### config.mk
export PLATFORM = sky130hd
export DESIGN_NAME = hazard_controller
export DESIGN_NICKNAME = d
export VERILOG_FILES = /design/src/rtl/hazard_controller.sv
export SDC_FILE = /design/constraint.sdc
export NUM_CORES = 1
export LEC_CHECK = 0
export BUFFER_PORTS_ARGS = -buffer_cell sky130_fd_sc_hd__buf_2
export CAP_MARGIN = 20
export CELL_PAD_IN_SITES_DETAIL_PLACEMENT = 0
export CELL_PAD_IN_SITES_GLOBAL_PLACEMENT = 2
export CORE_ASPECT_RATIO = 1.5
export CORE_MARGIN = 5
export CORE_UTILIZATION = 35
export CTS_CLUSTER_DIAMETER = 40
export DETAILED_ROUTE_END_ITERATION = 8
export GPL_TIMING_DRIVEN = 0
export HOLD_SLACK_MARGIN = 0.06
export PLACE_DENSITY = 0.88
export SYNTH_ARGS = -nofsm -noshare
export SYNTH_HDL_FRONTEND = slang
export SYNTH_SLANG_ARGS = --single-unit
### constraint.sdc
create_clock -name clk -period 2.05 [get_ports clk]
set_input_delay 0.1025 -clock clk [delete_from_list [all_inputs] [get_ports clk]]
set_output_delay 0.1025 -clock clk [all_outputs]
set_load 0.01 [all_outputs]
### src/rtl/hazard_controller.sv
// Hazard unit for a 5-stage MIPS pipeline: EX forwarding, WB-to-ID bypass, load-use stall, MEM redirect flush.
// Define HAZARD_STATS_EN to add saturating stall_count/flush_count statistics ports.
module hazard_controller #(
  parameter int STAT_W = 16,
  parameter int DEST_W = 5
) (
  input  logic              clk,
  input  logic              reset,
  input  logic [DEST_W-1:0] id_rs,
  input  logic [DEST_W-1:0] id_rt,
  input  logic              id_uses_rt,
  input  logic [DEST_W-1:0] id_dest,
  input  logic              id_regwrite,
  input  logic              id_memread,
  input  logic              mem_redirect,
  output logic [1:0]        forward_a,
  output logic [1:0]        forward_b,
  output logic              id_bypass_a,
  output logic              id_bypass_b,
  output logic              pc_enable,
  output logic              if_id_enable,
  output logic              id_ex_bubble,
  output logic              flush_if_id,
  output logic              flush_id_ex,
  output logic              flush_ex_mem
`ifdef HAZARD_STATS_EN
  ,
  output logic [STAT_W-1:0] stall_count,
  output logic [STAT_W-1:0] flush_count
`endif
);

  typedef struct packed {
    logic              valid;
    logic [DEST_W-1:0] dest;
    logic              regwrite;
    logic              memread;
  } slot_t;

  typedef enum logic [1:0] {RUN, STALL, FLUSH} state_t;

  state_t            state, nextState;
  slot_t             exSlot, memSlot, wbSlot;
  logic [DEST_W-1:0] exRs, exRt;
  logic              exUsesRt;
  logic              loadUse, stall;

  // Register 0 is hardwired to zero, so a slot targeting it never produces a value.
  function automatic logic writesReg(slot_t s, logic [DEST_W-1:0] r);
    return s.valid && s.regwrite && (s.dest != '0) && (s.dest == r);
  endfunction

  function automatic logic loadFeeds(slot_t s, logic [DEST_W-1:0] rs,
                                     logic [DEST_W-1:0] rt, logic usesRt);
    return s.valid && s.memread && (s.dest != '0) &&
           ((s.dest == rs) || (usesRt && (s.dest == rt)));
  endfunction

  always_comb begin
    loadUse = loadFeeds(exSlot, id_rs, id_rt, id_uses_rt) ||
              loadFeeds(memSlot, id_rs, id_rt, id_uses_rt);
    stall   = loadUse && !mem_redirect;
  end

  // A load in MEM only has its address in EX/MEM, so it is never a 10 source.
  always_comb begin
    forward_a = 2'b00;
    forward_b = 2'b00;
    if (exSlot.valid) begin
      if (writesReg(memSlot, exRs) && !memSlot.memread)      forward_a = 2'b10;
      else if (writesReg(wbSlot, exRs))                       forward_a = 2'b01;
      if (exUsesRt && writesReg(memSlot, exRt) && !memSlot.memread) forward_b = 2'b10;
      else if (exUsesRt && writesReg(wbSlot, exRt))           forward_b = 2'b01;
    end
  end

  assign id_bypass_a = writesReg(wbSlot, id_rs);
  assign id_bypass_b = writesReg(wbSlot, id_rt);

  // NOTE: always_comb assigns every output a default first so no latch is inferred.
  always_comb begin
    nextState    = RUN;
    pc_enable    = !stall;
    if_id_enable = !stall;
    id_ex_bubble = stall;
    flush_if_id  = mem_redirect;
    flush_id_ex  = mem_redirect;
    flush_ex_mem = mem_redirect;
    case (state)
      RUN, FLUSH: if (mem_redirect) nextState = FLUSH;
                  else if (loadUse) nextState = STALL;
      STALL:      if (mem_redirect) nextState = FLUSH;
                  else if (loadUse) nextState = STALL;
      default:    nextState = RUN;
    endcase
  end

  // NOTE: sequential state uses non-blocking assignments so every register samples pre-edge values.
  always_ff @(posedge clk or negedge reset) begin
    if (!reset) begin
      state    <= RUN;
      exSlot   <= '0;
      memSlot  <= '0;
      wbSlot   <= '0;
      exRs     <= '0;
      exRt     <= '0;
      exUsesRt <= 1'b0;
    end else begin
      state    <= nextState;
      wbSlot   <= memSlot;
      memSlot  <= mem_redirect ? '0 : exSlot;
      exSlot   <= (stall || mem_redirect) ? '0
                : slot_t'{valid: 1'b1, dest: id_dest, regwrite: id_regwrite, memread: id_memread};
      exRs     <= id_rs;
      exRt     <= id_rt;
      exUsesRt <= id_uses_rt;
    end
  end

`ifdef HAZARD_STATS_EN
  always_ff @(posedge clk or negedge reset) begin
    if (!reset) begin
      stall_count <= '0;
      flush_count <= '0;
    end else begin
      if (stall && (stall_count != '1))        stall_count <= stall_count + 1'b1;
      if (mem_redirect && (flush_count != '1)) flush_count <= flush_count + 1'b1;
    end
  end
`endif

endmodule

==> results.yml <==
worst_setup_path:
  cp_cell_sequence: "buf_2, xor2_1, nor4_1, a32oi_1, o22ai_4, nand2b_1, buf_4, buf_6"
  crit_arrival_ns: 2.02
  cp.required_ns: 1.95
  cp-end-kind: "output pin"
  r2r_start: "memSlot[3]$_DFF_PN0_"
  crit_buf_inv: 3
  rr_endpoint: "exSlot[4]$_DFF_PN0_"
  cp_max_fo: 5
  slowest_delay_ns: 0.37
  r2r_slack_ns: 0.20
  cp-start-kind: "register"
  crit_type: "register to output pin"
  ff2ff_path_depth: 7
  cpLargestDelayFamily: "simple AND/OR/NAND/NOR gates"
  slowest_stage: "dfrtp_1"
hold_path:
  hp-class: "input port to register"
  hold_path_depth: 2
  hold_end: "exSlot[6]$_DFF_PN0_"
  worstHoldStart: "id_dest[4]"
global_routing:
  top_usage_layer: "met2"
  grt_pass1_vias: 1340
  antenna_found_initial: 0
  use_met2: 0.224
  grt_start_max_net_pins: 35
  overflow: 0
  use_met3: 0.0336
  grtUsageMet1: 0.162
  grt_pass1_wl_mm: 6.60
  track_usage: 0.138
clocking:
  cts_tree: "yes"
  cts_root_buf: "clkbuf_8"
  cts.clk_slew.worst_paths_ns: 0.07
  cts_made_buffers: 5
  cts.sinks: 34
  cts_htree_levels: 2
  clock_latency_ns: 0.28
  cts_buffer_depth: 2
placement:
  placedCellCount: 251
  placed_cell_area_sq_um: 1990
  io_buffers: 32
  gp_congestion: 0.780
  dp_hpwl_mm: 2.90
synth:
  synth.avg_cell_area_sq_um: 11.4
  synth_edf_count: 0
  ys_warn_count: 0
  yosys_register_bits: 34
  yosys-top-cells-area: "dfrtp_1 (49%), xor2_1 (18%), xnor2_1 (7.5%), nor3b_2 (5.0%), nor2b_1 (3.2%)"
  synth_fp_nets: 174
  synth_cell_types: 24
  yosys.area.top_type: "dfrtp_1"
  synth_most_common_cell: "xor2_1"
  syn-instance-count: 153
  ys_async_sr_fraction: 1.00
  synth-seq-area-share: 0.486
  netlist_area_sq_um: 1750
  synth_ff_type: "dfrtp_1"
  synth_common_cells: "xor2_1 (35), dfrtp_1 (34), xnor2_1 (15)"
  synth_top_area_share: 0.486
floorplan:
  die_x_um: 67.8
  num_rows: 31
  core-area_sq_um: 4850
  die_y_um: 96.6
  die_area_sq_um: 6550
  initial_core_util: 0.361
  top_level_ports: 33
layout:
  nNetsFinal: 230
  layout-drive-gt1-share: 0.340
  area_growth_syn_to_layout_pct: 32.1
  num_antenna_cells: 0
  final_cells: 275
  final_area_sq_um: 2310
routing:
  vias: 1233
  via_per_inst: 4.48
  initialDrtViolationCount: 48
  route.detailed.wl_per_inst_um: 14.1
  drc: 0
  final_antenna_net_count: 0
  drt_first_pass_iters: 3
  drt-total-wl_mm: 3.89
sta:
  setup_slack_ns: -0.0706
  rsz0062_at_grt: "true"
  fin_worst_skew_ns: 0.00507
  fmax_mhz: 472
  slew_violations: 0
  setup_viol: 6
  finalHoldViolations: 0
  min_period_ns: 2.12
  relSlewSlack: 0.512
  setup_tns_ns: -0.329
  tightest_slew_ns: 0.732
  finalCritPeriodShare: 1.03
power_and_ir_drop:
  vdd_drop_max_mv: 0.383
  total_leakage_power_uw: 0.00108
  p_per_area_nw_per_um2: 672
status:
  violations: "negative setup slack"
  status: "complete, but fails checks"
run:
  drv_cap: 0
-- cell families after synthesis --
logic type,share of synthesized area
xor gates and xnor gates,0.250
and+or+nand+nor,0.181
DFF,0.486
buffers and inverters,0.0493
AOI/OAI and AO/OA,0.0343
-- metrics by stage --
stage | utilization | total power, uW | hold slack (ns) | setup slack [ns]
6_report | 0.477 | 1560 | 0.0663 | -0.0706
5_1_grt | 0.477 | 1630 | 0.0669 | -0.187
4_1_cts | 0.474 | 1570 | 0.0608 | -0.0815
3_5_place_dp | 0.411 | 933 | 0.198 | -0.00400
3_3_place_gp | 0.411 | 931 | 0.191 | 0.00503
2_1_floorplan | - | 851 | -0.193 | 0.237
-- worst max-delay path by stage --
stage               slack [ns]                 start  cells past startpoint      endpoint
floorplan                 0.24  memSlot[4]$_DFF_PN0_                      7     pc_enable
global placement         0.005   wbSlot[3]$_DFF_PN0_                      7  forward_a[0]
detailed placement      -0.004  memSlot[4]$_DFF_PN0_                      8     pc_enable
CTS                      -0.08  memSlot[3]$_DFF_PN0_                      7  forward_a[0]
global route             -0.19  memSlot[2]$_DFF_PN0_                      7  forward_a[0]
finish                   -0.07  memSlot[4]$_DFF_PN0_                      8     pc_enable
-- final cells by class --
type / instances / area (sq um)
Timing Repair Buffer: 53 / 357
Buffer: 11 / 75.1
Sequential cell: 34 / 855
Inverter: 1 / 3.75
Clock inverter: 1 / 30.0
Tap cell: 66 / 82.6
Multi-Input combinational cell: 103 / 828
Fill cell: 467 / 2530
Clock buffer: 6 / 82.6
-- power by group --
| group | internal, uW | switching, uW |
|---|---|---|
| Clock | 388 | 218 |
| Combinational | 112 | 105 |
| Sequential | 703 | 28.1 |
| Total | 1200 | 351 |
-- flip-flops by register name (all words and copies together) (netlist names) --
name,cells
exRt,5
exRs,5
memSlot,8
exSlot,8
exUsesRt,1
wbSlot,7
-- routing by layer --
metal  up-vias  wire length, um  share of wire
li1        613                -              -
met1       569             1590           0.41
met2        40             1960           0.50
met3        11              225          0.058
met4         0              114          0.029
met5         -                0              0
-- placed cells by master (no fill, tap or decap), drive strengths merged --
cell and count:
buf 48, xor2 35, dfrtp 34, xnor2 15, dlygate4sd3 13, nor2b 9, clkbuf 9, nor3b 7
nor4 7, nand3 6, nor3 5, nor2 4, or4 3, a32oi 2, o211ai 2, and2 2
nand2 2, o21a 1, o22ai 1, nand3b 1, inv 1, nand2b 1, bufinv 1
-- repair_timing --
| action | CTS | global route |
|---|---|---|
| hold buffers | 13 | 0 |
| pin swaps | 11 | 4 |
| endpoints found under the setup margin | 9 | 9 |
| gates resized for setup | 6 | 4 |
| endpoints found under the hold margin | 46 | 0 |
| buffers inserted | 7 | 1 |
No activity file was read; power rests on OpenSTA's default activity.
